File: src/rtl/buffer_loader.sv
// buffer_loader: packs UART bytes MSB-first into words and strobes them into the data buffer, framed by start/length/timeout.
module buffer_loader #(
  parameter int WORDWIDTH = 24,
  parameter int LENGTH    = 16,
  parameter int TIMEOUT   = 100000
) (
  input  logic                 clk,
  input  logic                 rst,
  input  logic [7:0]           rxData,
  input  logic                 rxReady,
  input  logic                 start,
  output logic [WORDWIDTH-1:0] dataOut,
  output logic                 enable,
  output logic                 busy,
  output logic                 frameDone,
  output logic                 error
);
  localparam int BYTES = WORDWIDTH / 8;
  localparam int BW    = BYTES > 1 ? $clog2(BYTES) : 1;
  localparam int WCW   = $clog2(LENGTH + 1);
  localparam int GW    = $clog2(TIMEOUT);
  localparam logic [1:0] IDLE  = 2'd0;
  localparam logic [1:0] RECV  = 2'd1;
  localparam logic [1:0] DONE  = 2'd2;
  localparam logic [1:0] ERROR = 2'd3;
  localparam logic [BW-1:0]  LAST_BYTE = BW'(BYTES - 1);
  localparam logic [WCW-1:0] LAST_WORD = WCW'(LENGTH - 1);
  localparam logic [GW-1:0]  LAST_GAP  = GW'(TIMEOUT - 1);

  logic [1:0]           state_q, state_d;
  logic [BW-1:0]        byte_cnt_q, byte_cnt_d;
  logic [WCW-1:0]       word_cnt_q, word_cnt_d;
  logic [GW-1:0]        gap_cnt_q, gap_cnt_d;
  logic [WORDWIDTH-1:0] acc_q, acc_d;
  logic [WORDWIDTH-1:0] data_q, data_d;
  logic                 enable_q, enable_d;
  logic                 busy_q, busy_d;
  logic                 done_q, done_d;
  logic                 error_q, error_d;
  logic [WORDWIDTH-1:0] word;

  // shifting rather than slicing keeps the 8-bit word case legal
  assign word = (acc_q << 8) | WORDWIDTH'(rxData);

  always_comb begin
    state_d    = state_q;
    byte_cnt_d = byte_cnt_q;
    word_cnt_d = word_cnt_q;
    gap_cnt_d  = gap_cnt_q;
    acc_d      = acc_q;
    data_d     = data_q;
    enable_d   = 1'b0;
    done_d     = 1'b0;
    error_d    = error_q;
    case (state_q)
      IDLE: if (start) begin
        state_d    = RECV;
        byte_cnt_d = '0;
        word_cnt_d = '0;
        gap_cnt_d  = '0;
        acc_d      = '0;
        error_d    = 1'b0;
      end
      RECV: if (rxReady) begin
        acc_d      = word;
        gap_cnt_d  = '0;
        byte_cnt_d = byte_cnt_q + 1'b1;
        if (byte_cnt_q == LAST_BYTE) begin
          byte_cnt_d = '0;
          data_d     = word;
          enable_d   = 1'b1;
          word_cnt_d = word_cnt_q + 1'b1;
          state_d    = word_cnt_q == LAST_WORD ? DONE : RECV;
        end
      end else if (gap_cnt_q == LAST_GAP) begin
        state_d = ERROR;
        error_d = 1'b1;
      end else begin
        gap_cnt_d = gap_cnt_q + 1'b1;
      end
      DONE: begin
        done_d  = 1'b1;
        state_d = IDLE;
      end
      default: state_d = IDLE;
    endcase
    // busy holds through DONE so it falls on the same edge frameDone rises
    busy_d = state_d == RECV || state_d == DONE;
  end

  always_ff @(posedge clk or posedge rst) begin
    if (rst) begin
      state_q    <= IDLE;
      byte_cnt_q <= '0;
      word_cnt_q <= '0;
      gap_cnt_q  <= '0;
      acc_q      <= '0;
      data_q     <= '0;
      enable_q   <= 1'b0;
      busy_q     <= 1'b0;
      done_q     <= 1'b0;
      error_q    <= 1'b0;
    end else begin
      state_q    <= state_d;
      byte_cnt_q <= byte_cnt_d;
      word_cnt_q <= word_cnt_d;
      gap_cnt_q  <= gap_cnt_d;
      acc_q      <= acc_d;
      data_q     <= data_d;
      enable_q   <= enable_d;
      busy_q     <= busy_d;
      done_q     <= done_d;
      error_q    <= error_d;
    end
  end

  assign dataOut   = data_q;
  assign enable    = enable_q;
  assign busy      = busy_q;
  assign frameDone = done_q;
  assign error     = error_q;
endmodule
File: config.mk
export PLATFORM = sky130hd
export DESIGN_NAME = buffer_loader
export DESIGN_NICKNAME = d
export VERILOG_FILES = /design/src/rtl/buffer_loader.sv
export SDC_FILE = /design/constraint.sdc
export NUM_CORES = 1
export LEC_CHECK = 0
export CAP_MARGIN = 0
export CORE_MARGIN = 1.5
export CORE_UTILIZATION = 40
export CTS_CLUSTER_SIZE = 14
export DETAILED_ROUTE_END_ITERATION = 12
export GPL_ROUTABILITY_DRIVEN = 0
export GPL_TIMING_DRIVEN = 0
export HOLD_SLACK_MARGIN = 0.08
export REMOVE_ABC_BUFFERS = 1
export SYNTH_ARGS = -nofsm -noshare
export SYNTH_HDL_FRONTEND = slang
export SYNTH_SLANG_ARGS = --single-unit
File: constraint.sdc
create_clock -name clk -period 5 [get_ports clk]
set_clock_uncertainty 0.2 [all_clocks]
set_input_delay 1.25 -clock clk [delete_from_list [all_inputs] [get_ports clk]]
set_output_delay 1.25 -clock clk [all_outputs]
set_load 0.01 [all_outputs]
# Word-level counts from Yosys, hierarchy flattened
# Cells that the tools add are included.
# classes
n_addsub	3
eq_ne	13
mux	29
bitwise	1
reduce_logical	8
# op_table
operator	n
$mux W17	3
$pmux W17 S2	1
$mux W16	2
$pmux W16 S2	1
$or A24 B8 Y24	1
$add A17 B1 Y17 const B	1
$eq A17 B17 Y1 const B	1
$mux W2	8
$mux W5	3
$ne A2 B2 Y1 const B	5
$pmux W5 S2	1
$reduce_and A3 Y1	3
$pmux W2 S2	2
$reduce_and A4 Y1	2
$mux W1	7
$eq A2 B2 Y1 const B	3
$add A5 B1 Y5 const B	1
$eq A5 B4 Y1 const B	1
$eq A2 B1 Y1 const B	2
$ne A3 B3 Y1 const B	1
$add A2 B1 Y2 const B	1
$logic_not A2 Y1	1
$pmux W1 S2	1
$reduce_bool A2 Y1	1
$logic_or A1 B1 Y1	1
# totals
register_bits	70
input_bits	12
output_inout_bits	28
word_cells	64

# Longest topological paths before layout
# depth
depth_word	7
ltp_mapped	8
depth_no_buf	5

# Least setup slack after synthesis
# OpenSTA, ideal clock, no wires.
# synth_timing
path_type	input to register
from	in rxReady
to	reg gap_cnt_q[0]
setup_ns	0.128
arrival_time_ns	2.513
required_time_ns	4.672
path_slack_ns	2.159
path_stages	4
n_path_buf	0
cell_sequence	or4b_4 nor4b_4 a21oi_2 mux2_1
# synth_between
elab_chain_len	2
word_cells_on_any_way	4
classes_between	eq/ne (1); mux (2); reduce/logical (1)
# synth_rtl
element	line_no	text
from (decl)	10	input logic rxReady,
$ne A3 B3 Y1 (no line) or $mux W17 (tied branches)	--	
$reduce_and A3 Y1 (no line) or $pmux W17 S2 (tied branches)	--	
to (signal assigned)	107	gap_cnt_q <= gap_cnt_d;
to (decl)	33	logic [GW-1:0] gap_cnt_q, gap_cnt_d;
# Several ways; a longest one is shown, not always the timed one.
# A chain may end at the register's enable or synchronous reset.

# Worst setup path in the final report
# layout_timing
from	in rxReady
to	reg data_q[23] (netlist: dataOut[23])
# layout_between
elab_chain_len	1
# layout_rtl
element	line_no	text
$reduce_and A3 Y1 (no line)	--	
to (signal assigned)	109	data_q <= data_d;
to (decl)	35	logic [WORDWIDTH-1:0] data_q, data_d;
# No other way between the ends.

==> results by group <==
Synthesis
  – Syn Inst Count: 250
  – Post-synth cell types: 43
  – Cell area after synthesis: 0.00304 mm²
  – FFs w/ async S/R, synth: 1.00
  – EDFF count, synth: 0
  – #FFs+latches synth: 70
  – Top_reg_cell synth: dfrtp_1
  – Syn. warnings: 0
  – Sequential fraction of the synthesis area: 0.575
  – Syn_area_per_cell: 12.2 µm²

Worst setup path
  – Maximum fanout along the worst path: 28
  – Largest stage delay, worst path: 1.07 ns
  – Critical path arrival: 4.11 ns
  – Kind of critical path: in2reg
  – Setup crit end kind: register
  – Worst path slowest cell: and2_1
  – Reg2reg path depth: 3
  – Crit path capture: dataOut[23]
  – Critical Path RT: 5.03 ns
  – Reg-to-Reg End: dataOut[23]
  – Crit-path cells: clkdlybuf4s50_1, and3b_1, and2_1, mux2_2
  – CP Launch Type: primary input
  – Reg-to-reg setup timing slack: 1.96 ns
  – Crit path launch: rxReady
  – Reg-to-Reg Start: state_q[0]

Route
  – Remaining DRCs: 0
  – First-pass iteration count of the detailed router: 6
  – Via density: 5.37
  – Routed Antenna Nets: 0
  – Detailed router's first-iteration violation count: 118
  – Post-Route WL: 6.00 mm
  – Vias after detailed routing: 2104
  – Routed len/inst: 15.3 µm

Floorplanning
  – I/O Pins: 40
  – Initial cell density of the core: 0.417
  – Die W: 90.2 µm
  – Core area: 0.00729 mm²
  – Die height: 90.2 µm
  – Total die area: 0.00814 mm²
  – Row cnt: 31

STA
  – Slew at the pin with the worst max-slew slack: 1.27 ns
  – Fin Setup TNS: 0 ns
  – Max-slew headroom: 0.156
  – Pins Over Slew Limit: 0
  – Final Hold Fails: 0
  – Final worst path period share: 0.816
  – RSZ-0062 raised after global routing: false
  – Fmax: 0.245 GHz
  – Fin Hold WS: 0.280 ns
  – Final setup vio count: 0
  – Final Critical Period: 4.08 ns

GRT
  – GRT Util Overall: 0.163
  – Antenna violations before repair: 0
  – First-pass GRT wire length: 10.4 mm
  – Largest net degree at the start of global routing: 71
  – Vias in the first global route: 2094
  – Total congestion overflow: 0

Clock network
  – Clk buf depth: 2
  – Worst skew pair latency: 0.35 ns
  – H-Tree Depth: 3
  – Clock-pin transition on the worst setup and hold timing paths: 0.08 ns
  – CTS tree: built
  – Num CTS Buffers: 9
  – Cts repair resizes: 0
  – CTS Hold Bufs: 0
  – Post-CTS setup buffer count: 0
  – Clk sink count: 70
  – Clk root buf: clkbuf_8

Pwr
  – Clock network power share: 0.250
  – Logic pwr share: 0.274
  – Internal power: 1.16 mW
  – Sw Share: 0.287
  – Sequential Power Share: 0.476
  – Worst vdd ir: 0.000260 V
  – Pwr dens: 441 mW/mm²
  – Leak Pwr: 1.55 nW
  – NetSw: 465 µW

Flow run
  – Maxcap violations: 0

Layout
  – Layout Nets: 303
  – Fill count: 670
  – Area grow syn2layout: 20.9%
  – Share of cells above drive strength 1: 0.171
  – # diodes: 0

Outcome
  – Status: complete, no violations

Worst hold path
  – Hold crit path type: reg2reg

Placement
  – I/O Buffers: 39
  – DP Wirelength: 3.85 mm
## placed cells by master (no fill, tap or decap), types with 3 or more instances in the layout
cell	n
a21oi_1	12
a22o_1	17
a31oi_1	3
clkbuf_8	9
clkdlybuf4s50_1	39
clkinv_2	3
clkinv_4	3
dfrtp_1	70
ha_1	3
inv_1	6
mux2_2	26
mux2i_1	5
nand2_1	18
nand2b_1	5
nand3_1	5
nand4_1	5
nor2_1	8
nor3_1	3
o21ai_0	12
or3_1	6
## metrics by stage
stage | setup WS [ns] | utilization | cells | instance area [µm²] | total power [mW]
3_3_place_gp | 0.495 | 0.480 | 376 | 3500 | 1.22
3_5_place_dp | 0.508 | 0.481 | 376 | 3510 | 1.23
2_1_floorplan | 1.78 | - | 238 | 2990 | 0.981
6_report | 0.921 | 0.505 | 392 | 3680 | 1.62
4_1_cts | 0.878 | 0.505 | 392 | 3680 | 1.65
5_1_grt | 0.686 | 0.505 | 392 | 3680 | 1.73
## synth_stat cells, types with 2 or more instances
library cell	number	area, µm²
a21boi_0	2	15.0
a21oi_1	12	60.1
a22o_1	17	149
a31oi_1	3	18.8
and2_1	2	12.5
and3_1	2	12.5
buf_2	5	25.0
clkbuf_1	6	22.5
dfrtp_1	70	1750
ha_1	3	37.5
inv_1	7	26.3
mux2_1	2	22.5
mux2_2	26	293
mux2i_1	5	50.1
nand2_1	18	67.6
nand2b_1	5	31.3
nand3_1	5	25.0
nand4_1	5	31.3
nor2_1	8	30.0
nor3_1	3	15.0
o211ai_1	2	15.0
o21ai_0	12	60.1
o31ai_1	2	15.0
or3_1	6	37.5
or4_1	2	15.0
or4b_1	2	20.0
xnor2_1	2	17.5
## worst min-delay path by stage
stage                        startpoint       endpoint  slack (ns)  depth (start not counted)
final                     word_cnt_q[3]  word_cnt_q[3]        0.28                          1
after global placement    word_cnt_q[4]  word_cnt_q[4]        0.26                          2
after global routing      word_cnt_q[4]  word_cnt_q[4]        0.31                          2
after floorplan           word_cnt_q[3]  word_cnt_q[3]        0.24                          1
after CTS                 word_cnt_q[4]  word_cnt_q[4]        0.28                          2
after detailed placement  word_cnt_q[4]  word_cnt_q[4]        0.27                          2
## layout make-up
| cell class | count | area [µm²] | share of cell area |
|---|---|---|---|
| Clock buffer | 9 | 124 | 0.0337 |
| Tap cell | 99 | 124 | 0.0337 |
| Timing Repair Buffer | 39 | 390 | 0.106 |
| Sequential cell | 70 | 1750 | 0.476 |
| Clock inverter | 7 | 50.0 | 0.0136 |
| Multi-Input combinational cell | 161 | 1210 | 0.329 |
| Inverter | 7 | 28.8 | 0.00782 |
## power groups by stage
| stage | Sequential (mW) | Combinational (mW) | Clock (mW) |
|---|---|---|---|
| after floorplan | 0.821 | 0.160 | 0 |
| final | 0.772 | 0.444 | 0.406 |
| after detailed placement | 0.784 | 0.449 | 0 |
| after global routing | 0.792 | 0.484 | 0.449 |
| after global placement | 0.778 | 0.446 | 0 |
| after CTS | 0.774 | 0.453 | 0.421 |
## registers in the layout, indices dropped and copies added, names as in the netlist
register	cells
gap_cnt_q	17
busy	1
byte_cnt_q	2
word_cnt_q	5
dataOut	24
frameDone	1
acc_q	16
enable	1
state_q	2
error	1
## worst max-delay path: cells and delay by family
kind | cells | cell delay (ns)
buffers and inverters | 1 | 0.66
multiplexers | 1 | 0.43
AND/OR/NAND/NOR | 2 | 1.75
## cells by family after synthesis
kind of cell	Yosys count	share of synthesized area
DFF	70	0.575
and+or+nand+nor	68	0.133
AOI/OAI and AO/OA	55	0.127
muxes	33	0.120
buffers and inverters	19	0.0267
adders and majority gates	3	0.0123
xor gates and xnor gates	2	0.00576
## routing by layer
| layer | vias up | wire, µm | GRT usage |
|---|---|---|---|
| met1 | 1049 | 2870 | 0.219 |
| li1 | 989 | - | - |
| met3 | 12 | 355 | 0.0618 |
| met2 | 54 | 2670 | 0.235 |
| met4 | 0 | 111 | 0.0701 |
| met5 | - | 0 | 0 |
Note: power is estimated with default switching activity, not from simulation.
